$ cat src/rtl/usb_transmitter.sv
// Full-speed USB packet transmitter: SYNC, PID, optional payload + CRC16, EOP,
// with bit stuffing and NRZI encoding onto d_plus/d_minus.
module usb_transmitter #(
    parameter int CLKS_PER_BIT = 8,
    parameter int MAX_BYTES    = 64
) (
    input  logic       clk,
    input  logic       rst,
    input  logic       tx_start,
    input  logic [1:0] tx_packet,
    input  logic       data_valid,
    input  logic [7:0] data_byte,
    output logic       data_req,
    output logic       d_plus,
    output logic       d_minus,
    output logic       tx_oe,
    output logic       tx_busy,
    output logic       tx_done
);

    localparam int CW = $clog2(CLKS_PER_BIT);
    localparam int BW = $clog2(MAX_BYTES + 1);

    typedef enum logic [2:0] {IDLE, SYNC, PID, DATA, CRC, EOP_SE0, EOP_J} state_t;

    state_t          state, nxt_state;
    logic [CW-1:0]   clk_cnt;
    logic [3:0]      bit_idx, nxt_idx;
    logic [2:0]      ones_cnt;
    logic            level;
    logic [7:0]      pid;
    logic            is_data;
    logic [6:0]      byte_rest;
    logic [BW-1:0]   byte_cnt;
    logic [15:0]     crc, crc_next;
    logic            busy_q, oe_q, done_q, req_q;
    logic            bit_end, stuff_due, can_load, byte_edge;
    logic            nxt_stuff, nxt_bit, load_byte, fb;

    function automatic logic [7:0] pid_of(input logic [1:0] kind);
        case (kind)
            2'd0:    pid_of = 8'hD2;
            2'd1:    pid_of = 8'h5A;
            2'd2:    pid_of = 8'hC3;
            default: pid_of = 8'h4B;
        endcase
    endfunction

    assign bit_end   = (clk_cnt == CW'(CLKS_PER_BIT - 1));
    assign stuff_due = (state inside {SYNC, PID, DATA, CRC}) && (ones_cnt == 3'd6);
    assign can_load  = data_valid && (byte_cnt < BW'(MAX_BYTES));

    // Decide what goes on the line for the next bit time; applied only at bit_end.
    always_comb begin
        nxt_state = state;
        nxt_idx   = bit_idx;
        nxt_stuff = 1'b0;
        nxt_bit   = 1'b1;
        load_byte = 1'b0;
        byte_edge = 1'b0;
        if (stuff_due) begin
            nxt_stuff = 1'b1;
            nxt_bit   = 1'b0;
        end else begin
            case (state)
                SYNC: begin
                    if (bit_idx == 4'd7) begin
                        nxt_state = PID;
                        nxt_idx   = 4'd0;
                        nxt_bit   = pid[0];
                    end else begin
                        nxt_idx = bit_idx + 4'd1;
                        nxt_bit = (bit_idx == 4'd6);
                    end
                end
                PID: begin
                    if (bit_idx != 4'd7) begin
                        nxt_idx = bit_idx + 4'd1;
                        nxt_bit = pid[bit_idx[2:0] + 3'd1];
                    end else if (is_data) begin
                        byte_edge = 1'b1;
                    end else begin
                        nxt_state = EOP_SE0;
                        nxt_idx   = 4'd0;
                    end
                end
                DATA: begin
                    if (bit_idx != 4'd7) begin
                        nxt_idx = bit_idx + 4'd1;
                        nxt_bit = byte_rest[bit_idx[2:0]];
                    end else begin
                        byte_edge = 1'b1;
                    end
                end
                CRC: begin
                    if (bit_idx != 4'd15) begin
                        nxt_idx = bit_idx + 4'd1;
                        nxt_bit = ~crc[4'd14 - bit_idx];
                    end else begin
                        nxt_state = EOP_SE0;
                        nxt_idx   = 4'd0;
                    end
                end
                EOP_SE0: begin
                    if (bit_idx == 4'd0) begin
                        nxt_idx = 4'd1;
                    end else begin
                        nxt_state = EOP_J;
                        nxt_idx   = 4'd0;
                    end
                end
                EOP_J:   nxt_state = IDLE;
                default: nxt_state = IDLE;
            endcase
            if (byte_edge) begin
                nxt_idx = 4'd0;
                if (can_load) begin
                    nxt_state = DATA;
                    nxt_bit   = data_byte[0];
                    load_byte = 1'b1;
                end else begin
                    nxt_state = CRC;
                    nxt_bit   = ~crc[15];
                end
            end
        end
    end

    assign fb       = nxt_bit ^ crc[15];
    assign crc_next = {crc[14:0], 1'b0} ^ (fb ? 16'h8005 : 16'h0000);

    always_ff @(posedge clk) begin
        if (rst) begin
            state     <= IDLE;
            clk_cnt   <= '0;
            bit_idx   <= 4'd0;
            ones_cnt  <= 3'd0;
            level     <= 1'b1;
            pid       <= 8'h00;
            is_data   <= 1'b0;
            byte_rest <= 7'd0;
            byte_cnt  <= '0;
            crc       <= 16'hFFFF;
            busy_q    <= 1'b0;
            oe_q      <= 1'b0;
            done_q    <= 1'b0;
            req_q     <= 1'b0;
        end else begin
            done_q <= 1'b0;
            req_q  <= 1'b0;
            if (state == IDLE) begin
                // The tx_done cycle still counts as busy for new requests.
                if (tx_start && !done_q) begin
                    state    <= SYNC;
                    clk_cnt  <= '0;
                    bit_idx  <= 4'd0;
                    ones_cnt <= 3'd0;
                    level    <= 1'b0;
                    pid      <= pid_of(tx_packet);
                    is_data  <= tx_packet[1];
                    byte_cnt <= '0;
                    busy_q   <= 1'b1;
                    oe_q     <= 1'b1;
                end
            end else if (!bit_end) begin
                clk_cnt <= clk_cnt + CW'(1);
            end else begin
                clk_cnt <= '0;
                state   <= nxt_state;
                bit_idx <= nxt_idx;
                case (nxt_state)
                    IDLE: begin
                        busy_q <= 1'b0;
                        oe_q   <= 1'b0;
                        done_q <= 1'b1;
                    end
                    EOP_SE0: ;
                    EOP_J:   level <= 1'b1;
                    default: begin
                        if (!nxt_bit) level <= ~level;
                        ones_cnt <= nxt_bit ? ones_cnt + 3'd1 : 3'd0;
                        if (nxt_state == DATA && !nxt_stuff) crc <= crc_next;
                        if (state == SYNC && nxt_state == PID) crc <= 16'hFFFF;
                    end
                endcase
                if (load_byte) begin
                    byte_rest <= data_byte[7:1];
                    byte_cnt  <= byte_cnt + BW'(1);
                    req_q     <= 1'b1;
                end
            end
        end
    end

    // Byte handshake: data_byte is captured at the edge that closes a cycle with
    // data_valid=1 at a byte boundary; data_req is high the cycle right after,
    // and the source advances to its next byte on that pulse.
    assign data_req = req_q;
    assign tx_busy  = busy_q;
    assign tx_oe    = oe_q;
    assign tx_done  = done_q;
    assign d_plus   = (state == EOP_SE0) ? 1'b0 : level;
    assign d_minus  = (state == EOP_SE0) ? 1'b0 : ~level;

endmodule

$ cat config.mk
export PLATFORM = sky130hd
export DESIGN_NAME = usb_transmitter
export DESIGN_NICKNAME = d
export VERILOG_FILES = /design/src/rtl/usb_transmitter.sv
export SDC_FILE = /design/constraint.sdc
export NUM_CORES = 1
export LEC_CHECK = 0
export ABC_CLOCK_PERIOD_IN_PS = 3700
export CAP_MARGIN = 20
export CORE_MARGIN = 3
export CORE_UTILIZATION = 39
export CTS_CLUSTER_SIZE = 30
export DETAILED_ROUTE_END_ITERATION = 16
export GPL_ROUTABILITY_DRIVEN = 0
export SETUP_SLACK_MARGIN = 0.4
export SYNTH_ARGS = -nofsm -noshare
export SYNTH_HDL_FRONTEND = slang
export SYNTH_SLANG_ARGS = --single-unit
$ cat constraint.sdc
create_clock -name clk -period 3.7 [get_ports clk]
set_input_delay 0.74 -clock clk [delete_from_list [all_inputs] [get_ports clk]]
set_output_delay 0.74 -clock clk [all_outputs]
set_load 0.05 [all_outputs]
==> results.md, run 1 <==
- CP top delay family: buffers and inverters
- Hold_buf cts: 0
- Antenna Nets Post-Route: 0
- Finished Cell Area: 0.003511 mm^2
- Final period util: 84.08%
- Worst hold path type: reg2reg
- Wire per inst: 15.17 um
- #FFs+latches synth: 53
- CTS root buf: clkbuf_8
- Post-DP Area: 0.003407 mm^2
- Worst-Margin Slew: 0.7732 ns
- Total power per unit cell area: 315.3 mW/mm^2
- Gr busiest metal: met2
- Post-synthesis sequential area ratio: 33.22%
- Worst setup SP type: register
- Core area: 0.007848 mm^2
- CTS sink cnt: 53
- First-pass DRT Iterations: 4
- Fill cells: 806
- EDFF count, synth: 0
- RSZ-0062 raised after global routing: no
- Skew-Pair Late Insertion Delay: 0.30 ns
- Via/cell ratio: 5.590
- Largest net degree at the start of global routing: 32
- Cell leakage power: 1.245 nW
- Ys flop type: dfxtp_1
- Avg Inst Size Synth: 8.473 um^2
- CP Data Arrival Time: 2.37 ns
- I/O Buffers: 19
- Crit-path cells: nand3b_1 -> and2_1 -> clkdlybuf4s50_1
- NumNets Final: 403
- First-pass GRT wire length: 12.57 mm
- ANT cells: 0
- CTS tree: done
- GR Layer Usage met1: 24.11%
- Post-DP HPWL: 5.342 mm
- Initial DRC Count: 173
- Final setup TNS: 0 ns
- Via count: 2,700
- Commonest non-fill, non-tap cell in the layout: dfxtp_1
- Tot GR Track Use: 16.96%
- Yosys warns: 0
- Register area: 0.001061 mm^2
- Synthesized netlist cell count: 377
- Worst path required time: 2.96 ns
- DIE WIDTH: 96.50 um
- Area Growth Syn to Fin: 9.910%
- CP Max Fanout: 22
- Total grt overflow: 0
- Initial antenna violation count: 0
- Crit path time final: 3.111 ns
- Outcome: complete, no violations
- DRC: 0
- Layout cells sized above 1: 9.711%
- Relative slew slack: 48.01%
- TritonCTS buffer count: 5
- Fmax: 0.3215 GHz
- WS Path Type: reg2out
- Slowest stage delay, CP: 0.80 ns
- CTS resizes: 0
- Critical-path top delay cell: clkdlybuf4s50_1
- H-Tree Depth: 2
- Post-synth ARST share: 0%
- Critical Path End Type: output pin
- Die H: 96.50 um
- Post-Syn Area: 0.003194 mm^2
- Global Route met3 Usage: 3.021%
- Max Cap Viol: 0
- Nets in the synthesized netlist: 399
- Setup bufs post-CTS: 0
- Final Skew: 0.003474 ns
- Reg clk slew, reported paths: 0.09 ns
- Final hold vios: 0
- Final wirelength: 7.328 mm
- Die area: 0.009312 mm^2
- Slew Viols, Final: 0
- Vias in the first global route: 2,519
- Met2 routing resource usage after global routing: 26.49%
- Distinct cell type count after synthesis: 68
- Setup Viol. Count Final: 0
- Core Rows: 32
- CP bufs+invs: 1
- Multi-input logic area: 0.001947 mm^2
- I/O pin cnt: 20
- Most frequent cells in the layout: 53 x dfxtp_1, 45 x nand2_1, 31 x a21oi_1, 23 x nor2_1, 18 x clkdlybuf4s50_1
- Max clock buf depth: 2
- Starting Density: 40.70%
- Peak supply drop: 0.1977 mV
## worst reg2reg max path, delay by kind of cell (launching register included)
kind / cells / cell delay [ns]
simple gates: 3 / 0.84
compound gates: 4 / 1.01
buf+inv: 1 / 0.11
fa+ha+maj: 1 / 0.47
flops: 1 / 0.53
## cells in the mapped netlist, drive strengths merged (3+ instances only)
cell	count	area share (%)
dfxtp	53	33
nand2	45	5.3
a21oi	32	5.4
nor2	23	2.7
buf	18	3.5
nand2b	16	3.1
nor3	15	2.5
a21o	13	3.1
or3	13	2.5
clkbuf	11	1.3
nand3	11	1.7
inv	9	1.1
o21ai	9	1.4
ha	8	3.1
mux2i	7	2.2
xor2	7	2.2
a211oi	6	1.6
nor2b	6	1.2
mux4	5	3.6
o221ai	5	1.6
and2	4	0.78
nand4	4	0.78
nor3b	4	0.94
or2	4	0.78
and3	3	0.59
nand4b	3	0.82
o211ai	3	0.86
o21bai	3	0.71
o22ai	3	0.59
## state kept, by name, summed over array words and instances (netlist names)
| register | count |
|---|---|
| crc | 16 |
| byte_cnt | 7 |
| byte_rest | 7 |
| pid | 5 |
| bit_idx | 4 |
| clk_cnt | 3 |
| ones_cnt | 3 |
| state | 3 |
| data_req | 1 |
| is_data | 1 |
| level | 1 |
| tx_done | 1 |
| tx_oe | 1 |
## routing by layer
| layer | part of all wire [%] | wire length [um] | vias to the layer above |
|---|---|---|---|
| met5 | 0 | 0 | - |
| met4 | 1.7 | 127 | 0 |
| met3 | 4.5 | 332 | 13 |
| met2 | 44 | 3214 | 69 |
| met1 | 50 | 3654 | 1267 |
| li1 | - | - | 1351 |
## final cells by class
type	instances	area share, %
clock buffer	5	1.960
inverter	9	0.9622
clock inverter	2	0.9979
multi-input combinational	286	55.45
timing repair buffer	26	6.771
sequential	53	30.22
tap	102	3.635
## through the flow
step / util, % / instances / hold WS (ns) / setup slack [ns] / power [mW]
CTS: 44.74 / 483 / 0.4630 / 0.6003 / 1.119
global route: 44.74 / 483 / 0.4778 / 0.4468 / 1.156
finish: 44.74 / 483 / 0.4578 / 0.5891 / 1.107
global placement: 43.42 / 476 / 0.4446 / 0.6051 / 0.7328
detailed placement: 43.42 / 476 / 0.4483 / 0.4970 / 0.7337
floorplan: - / 377 / 0.4331 / 0.8404 / 0.6932
## kinds of logic after synthesis
kind of cell / Yosys count / synth area share [%]
AND/OR/NAND/NOR: 164 / 27.54
buffers and inverters: 38 / 5.836
AO/OA/AOI/OAI: 90 / 20.33
flip-flops: 53 / 33.22
adder cells (fa/ha/maj): 8 / 3.134
multiplexers: 14 / 6.542
XOR/XNOR: 10 / 3.408
## path summary, 6_finish.rpt
check                     from           end  slack, ns  depth (start not counted)
hold reg to reg   byte_rest[3]  byte_rest[3]       0.46                          2
setup reg to reg    bit_idx[0]       crc[15]       0.65                          9
hold / removal    byte_rest[3]  byte_rest[3]       0.46                          2
setup / recovery      state[1]        d_plus       0.59                          3
## where the power goes
part | internal (mW) | total [mW] | switching (mW)
combinational | 0.0504 | 0.128 | 0.0776
clock | 0.197 | 0.387 | 0.190
sequential | 0.580 | 0.592 | 0.0126
total | 0.827 | 1.11 | 0.280
(Power assumes the default switching activity.)
==> inputs of run 2 (changes only) <==
--- a/config.mk
+++ b/config.mk
@@ -5,7 +5,7 @@
 export SDC_FILE = /design/constraint.sdc
 export NUM_CORES = 1
 export LEC_CHECK = 0
-export ABC_CLOCK_PERIOD_IN_PS = 3700
+export ABC_CLOCK_PERIOD_IN_PS = 3200
 export CAP_MARGIN = 20
 export CORE_MARGIN = 3
 export CORE_UTILIZATION = 39
==> constraint.sdc (replaced) <==
create_clock -name clk -period 3.2 [get_ports clk]
set_input_delay 0.64 -clock clk [delete_from_list [all_inputs] [get_ports clk]]
set_output_delay 0.64 -clock clk [all_outputs]
set_load 0.05 [all_outputs]
==> run 2 against run 1 <==
  * Critical path depth rose by 1
  * Critical endpoint unchanged
  * Cell area rose by 4.0%
  * Setup slack got worse by 0.072 ns
  * Critical path type unchanged
  * First-iteration DRC count rose by 29%
==> results.md, run 2 (synthesis results as in run 1) <==
- Outcome: complete, no violations
- Critical-path top delay cell: dfxtp_1
- NumNets Final: 418 (+3.7%)
- Highest routing layer actually used: met4
- Fmax: 0.3727 GHz
- Initial antenna violation count: 0 (unchanged)
- Slowest stage delay, CP: 0.55 ns (-0.25 ns)
- Max clock buf depth: 2 (unchanged)
- Largest net degree at the start of global routing: 33 (+3.1%)
- Final wirelength: 7.569 mm (+3.3%)
- TritonCTS buffer count: 5 (unchanged)
- Commonest non-fill, non-tap cell in the layout: dfxtp_1
- CTS tree: done
- Metal-1 WL: 3.737 mm (+2.3%)
- Peak supply drop: 0.1840 mV (-7.0%)
- ANT cells: 0 (unchanged)
- Metal3 WL: 416 um (+25%)
- Dpl cells: 489 (+2.7%)
- CTS root buf: clkbuf_8
- Relative slew slack: 44.94% (-3.1 points)
- I/O Buffers: 19 (unchanged)
- Hold_buf cts: 0 (unchanged)
- Worst-Margin Slew: 0.8196 ns (+0.04640 ns)
- Worst path required time: 2.56 ns (-0.40 ns)
- Fill cells: 806 (unchanged)
- Max Cap Viol: 0 (unchanged)
- Layout cells sized above 1: 14.86% (+5.2 points)
- Wire per inst: 15.17 um (about the same)
- Worst setup SP type: register
- Dpl ws: 0.1783 ns (-0.3187 ns)
- CP Data Arrival Time: 2.04 ns (-0.33 ns)
- Logic pwr share: 13.4% (+1.8 points)
- Die area: 0.009312 mm^2 (unchanged)
- Vias in the first global route: 2,489 (-1.2%)
- Largest registers: crc: 16 flops, byte_cnt: 7 flops, byte_rest: 7 flops
- Via/cell ratio: 5.507 (-1.5%)
- Core area: 0.007848 mm^2 (unchanged)
- Total grt overflow: 0 (unchanged)
- DIE WIDTH: 96.50 um (unchanged)
- Via count: 2,748 (+1.8%)
- Seq pwr share: 55.2% (+1.7 points)
- WS Path Type: reg2out
- Tot GR Track Use: 17.14% (+0.18 points)
- First-pass DRT Iterations: 5 (+1)
- DRC: 0 (unchanged)
- CP Max Fanout: 14 (-36%)
- Area Growth Syn to Fin: 14.26%
- CTS sink cnt: 53 (unchanged)
- RSZ-0062 raised after global routing: yes
- Fin cells: 499 (+3.3%)
- Sw power: 0.3411 mW (+22%)
- DR WL met2: 3.329 mm (+3.6%)
- Core Rows: 32 (unchanged)
- Initial DRC Count: 223 (+29%)
- Reg with most FFs: crc
- Internal Power: 0.8910 mW (+7.7%)
- Crit path time final: 2.683 ns
- Critical Path End Type: output pin
- Post-DP HPWL: 5.478 mm (+2.5%)
- Final worst slack: 0.5171 ns (-0.07204 ns)
- Antenna Nets Post-Route: 0 (unchanged)
- Total power per unit cell area: 337.6 mW/mm^2 (+7.1%)
- Skew-Pair Late Insertion Delay: 0.31 ns (about the same)
- Worst hold slack: 0.4598 ns (+0.001913 ns)
- First-pass GRT wire length: 12.56 mm (-0.10%)
- Max reg flops: 16 (unchanged)
- Final hold vios: 0 (unchanged)
- Die H: 96.50 um (unchanged)
- Slew Viols, Final: 0 (unchanged)
- Total power: 1.232 mW (+11%)
- Clock network power share: 31.4% (-3.5 points)
- Cell leakage power: 1.312 nW (+5.4%)
- Setup Viol. Count Final: 0 (unchanged)
- Most frequent cells in the layout: 51 x dfxtp_1, 45 x nand2_1, 31 x a21oi_1, 23 x nor2_1, 20 x buf_4
- Crit-path cells: buf_4 -> nand3b_1 -> and2_1 -> dlygate4sd2_1
- Final Skew: 0.005766 ns (+0.002292 ns)
- Final period util: 83.84%
- Reg clk slew, reported paths: 0.10 ns (about the same)
- Final setup TNS: 0 ns (unchanged)
- H-Tree Depth: 2 (unchanged)
- Worst hold path type: reg2reg
- Starting Density: 40.70% (unchanged)
- I/O pin cnt: 20 (unchanged)
- Sw Share: 27.68% (+2.4 points)
run 2: changes by cell type in the layout (fill, tap and decap cells not counted), sizes merged:
cell	previous run	this run
clkdlybuf4s50	18	16
buf	8	22
dlygate4sd2	0	2
clkinvlp	0	3
clkbuf	5	6
bufinv	1	0
clkinv	1	0
run 2: final timing paths:
| path | cells after the start | from | end | slack, ns |
|---|---|---|---|---|
| worst max register to register | 9 | bit_idx[1] | crc[15] | 0.52 |
| worst min register to register | 2 | byte_rest[6] | byte_rest[6] | 0.46 |
| worst max-delay path | 4 | state[1] | d_plus | 0.52 |
| worst min-delay path | 2 | byte_rest[6] | byte_rest[6] | 0.46 |
run 2: worst max-delay path: cells and delay by family, from the launching register on:
family	cells	cell delay [ns]
and+or+nand+nor	2	0.39
buffers and inverters	2	0.78
DFF	1	0.55
run 2: timing repair:
item	4_1_cts	5_1_grt
setup endpoints to repair	16	18
setup buffers	0	1
pin swaps	1	1
cloned	0	0
resized for setup	4	4
run 2: power groups by stage:
stage / Clock, mW / Sequential [mW] / Combinational, mW
after floorplan: 0 / 0.695 / 0.108
after global placement: 0 / 0.695 / 0.156
after detailed placement: 0 / 0.695 / 0.156
after CTS: 0.405 / 0.680 / 0.156
after global routing: 0.418 / 0.682 / 0.179
final: 0.387 / 0.680 / 0.165
run 2: metal layers:
metal  vias to the layer above  GRT usage [%]
li1                       1391              -
met1                      1267          25.63
met2                        81          24.89
met3                         9          3.331
met4                         0          4.790
met5                         -              0
run 2: final cells by class:
type	instances	area (um^2)	share of cell area, %
timing repair buffer	41	360.3	9.873
sequential	53	1064	29.14
tap	102	127.6	3.497
inverter	9	33.78	0.9256
clock inverter	3	22.52	0.6171
multi-input combinational	286	1973	54.06
clock buffer	5	68.82	1.885
run 2: through the flow:
stage	util (%)	area, um^2
floorplan	-	3202
global placement	44.69	3507
detailed placement	44.69	3507
CTS	45.87	3600
global route	46.51	3650
finish	46.51	3650
==> inputs of run 3 (changes only) <==
--- a/config.mk
+++ b/config.mk
@@ -5,7 +5,7 @@
 export SDC_FILE = /design/constraint.sdc
 export NUM_CORES = 1
 export LEC_CHECK = 0
-export ABC_CLOCK_PERIOD_IN_PS = 3200
+export ABC_CLOCK_PERIOD_IN_PS = 2300
 export CAP_MARGIN = 20
 export CORE_MARGIN = 3
 export CORE_UTILIZATION = 39
==> constraint.sdc (replaced) <==
create_clock -name clk -period 2.3 [get_ports clk]
set_input_delay 0.46 -clock clk [delete_from_list [all_inputs] [get_ports clk]]
set_output_delay 0.46 -clock clk [all_outputs]
set_load 0.05 [all_outputs]
==> run 3 against run 2 <==
  * The flow now finishes with violations (setup timing)
  * Hold slack better by 0.0030 ns
  * Register-to-register slack got worse by 0.74 ns
  * Sequential power grew 39%
  * Cell area rose by 25%
  * First-iteration DRC count shrank 25%
  * Global-route usage increased by 2.2 points
==> results.md, run 3 (synthesis results as in run 1) <==
- Outcome: complete, but fails checks
- Failing checks: setup timing
- Worst-Margin Slew: 0.5294 ns (-0.2902 ns)
- Final hold vios: 0 (unchanged)
- Initial antenna violation count: 0 (unchanged)
- Slowest stage delay, CP: 0.40 ns (-0.15 ns)
- Hold_buf cts: 0 (unchanged)
- Core Rows: 32 (unchanged)
- First-pass DRT Iterations: 4 (-1)
- Final period util: 109.5%
- Final worst slack: -0.2192 ns (-0.7363 ns)
- CTS root buf: clkbuf_8
- I/O Buffers: 19 (unchanged)
- Tot GR Track Use: 19.30% (+2.2 points)
- Final Skew: 0.006186 ns (+0.0004200 ns)
- CP Data Arrival Time: 2.75 ns (+0.71 ns)
- Critical-path top delay cell: a2111oi_4
- Fin cells: 566 (+13%)
- WS Path Type: reg2reg
- RSZ-0062 raised after global routing: yes
- Final setup TNS: -3.731 ns (-3.731 ns)
- Crit path time final: 2.519 ns
- DRC: 0 (unchanged)
- Post-DP Area: 0.003945 mm^2 (+12%)
- H-Tree Depth: 2 (unchanged)
- Worst hold path type: reg2reg
- Via count: 3,081 (+12%)
- Area Growth Syn to Fin: 42.58%
- Max clock buf depth: 2 (unchanged)
- Skew-Pair Late Insertion Delay: 0.31 ns (about the same)
- Antenna Nets Post-Route: 0 (unchanged)
- Final wirelength: 9.066 mm (+20%)
- Vias in the first global route: 2,880 (+16%)
- First-pass GRT wire length: 14.11 mm (+12%)
- CTS sink cnt: 53 (unchanged)
- Peak supply drop: 0.3259 mV (+77%)
- Post-DP HPWL: 6.221 mm (+14%)
- Fin util: 58.04% (+12 points)
- I/O pin cnt: 20 (unchanged)
- Layout cells sized above 1: 36.64% (+22 points)
- Initial DRC Count: 168 (-25%)
- Finished Cell Area: 0.004554 mm^2 (+25%)
- Die H: 96.50 um (unchanged)
- Total power per unit cell area: 404.0 mW/mm^2 (+20%)
- CTS tree: done
- Cell leakage power: 1.788 nW (+36%)
- Reg clk slew, reported paths: 0.10 ns (about the same)
- Critical Path End Type: register
- Relative slew slack: 64.71% (+20 points)
- Die area: 0.009312 mm^2 (unchanged)
- Wire per inst: 16.02 um (+5.6%)
- Fmax: 0.3970 GHz
- Largest registers: crc: 16 flops, byte_cnt: 7 flops, byte_rest: 7 flops
- Core area: 0.007848 mm^2 (unchanged)
- Slew Viols, Final: 0 (unchanged)
- Setup Viol. Count Final: 27 (+27)
- Largest net degree at the start of global routing: 30 (-9.1%)
- Most frequent cells in the layout: 72 x buf_4, 48 x dfxtp_1, 40 x nand2_1, 28 x a21oi_1, 19 x nor2_1
- Max reg flops: 16 (unchanged)
- Reg with most FFs: crc
- DIE WIDTH: 96.50 um (unchanged)
- Worst setup SP type: register
- Dpl cells: 533 (+9.0%)
- NumNets Final: 485 (+16%)
- Worst path required time: 2.53 ns (-0.03 ns)
- Commonest non-fill, non-tap cell in the layout: buf_4
- Via/cell ratio: 5.443 (-1.2%)
- Total grt overflow: 0 (unchanged)
- Fill cells: 722 (-10%)
- CP Max Fanout: 6 (-8)
- Starting Density: 40.70% (unchanged)
- ANT cells: 0 (unchanged)
- TritonCTS buffer count: 5 (unchanged)
- Crit-path cells: inv_4 -> ha_4 -> buf_6 -> a21o_1 -> o211ai_1 -> a2111oi_4 -> and4bb_4 -> o221ai_2 -> or2b_4 -> a211oi_2
- Max Cap Viol: 0 (unchanged)
[run 3: changes by cell type in the layout (fill, tap and decap cells not counted), moves of 4 or more]
cell / previous run / this run
buf_12: 1 / 5
buf_4: 20 / 72
buf_6: 0 / 10
clkdlybuf4s50_1: 16 / 12
nand2_1: 45 / 40
nor2_1: 23 / 19
[run 3: per-layer routing]
| layer | global-route usage [%] | part of all wire, % | vias up |
|---|---|---|---|
| li1 | - | - | 1526 |
| met1 | 27.49 | 48 | 1481 |
| met2 | 30.98 | 47 | 61 |
| met3 | 2.789 | 3.3 | 13 |
| met4 | 4.089 | 1.2 | 0 |
| met5 | 0 | 0 | - |
[run 3: per-stage QoR]
stage	setup slack (ns)	hold slack (ns)	power [mW]
2_1_floorplan	-0.3285	0.4331	1.128
3_3_place_gp	-0.3581	0.4425	1.231
3_5_place_dp	-0.3979	0.4467	1.235
4_1_cts	-0.2335	0.4619	1.825
5_1_grt	-0.3345	0.4848	1.906
6_report	-0.2192	0.4628	1.840
[run 3: critical path, delay by kind of cell, from the launching register on]
kind	cells	cell delay, ns
flops	1	0.39
fa+ha+maj	1	0.30
buf+inv	2	0.18
compound gates	5	1.03
simple gates	2	0.56
[run 3: cell type report]
type,instances,area [um^2],share of cell area (%)
Multi-Input combinational cell,286,2202,48.35
Inverter,9,36.28,0.7967
Clock buffer,6,82.58,1.813
Sequential cell,53,1075,23.60
Timing Repair Buffer,108,1015,22.28
Tap cell,102,127.6,2.802
Clock inverter,2,16.27,0.3571
[run 3: timing repair]
| action | in CTS | in global routing |
|---|---|---|
| pin swaps | 7 | 10 |
| setup endpoints to repair | 49 | 47 |
| cloned | 2 | 1 |
| endpoints found under the hold margin | 0 | 0 |
| setup buffers | 11 | 11 |
| resized for setup | 34 | 39 |
[run 3: final timing paths]
check,start,endpoint,slack (ns),cells after the start
setup / recovery,bit_idx[0],crc[15],-0.22,10
hold / removal,byte_rest[6],byte_rest[6],0.46,2
setup reg to reg,bit_idx[0],crc[15],-0.22,10
hold reg to reg,byte_rest[6],byte_rest[6],0.46,2
[run 3: where the power goes]
part,internal (mW),switching (mW)
combinational,0.146,0.167
clock,0.249,0.331
sequential,0.931,0.0160
total,1.33,0.514
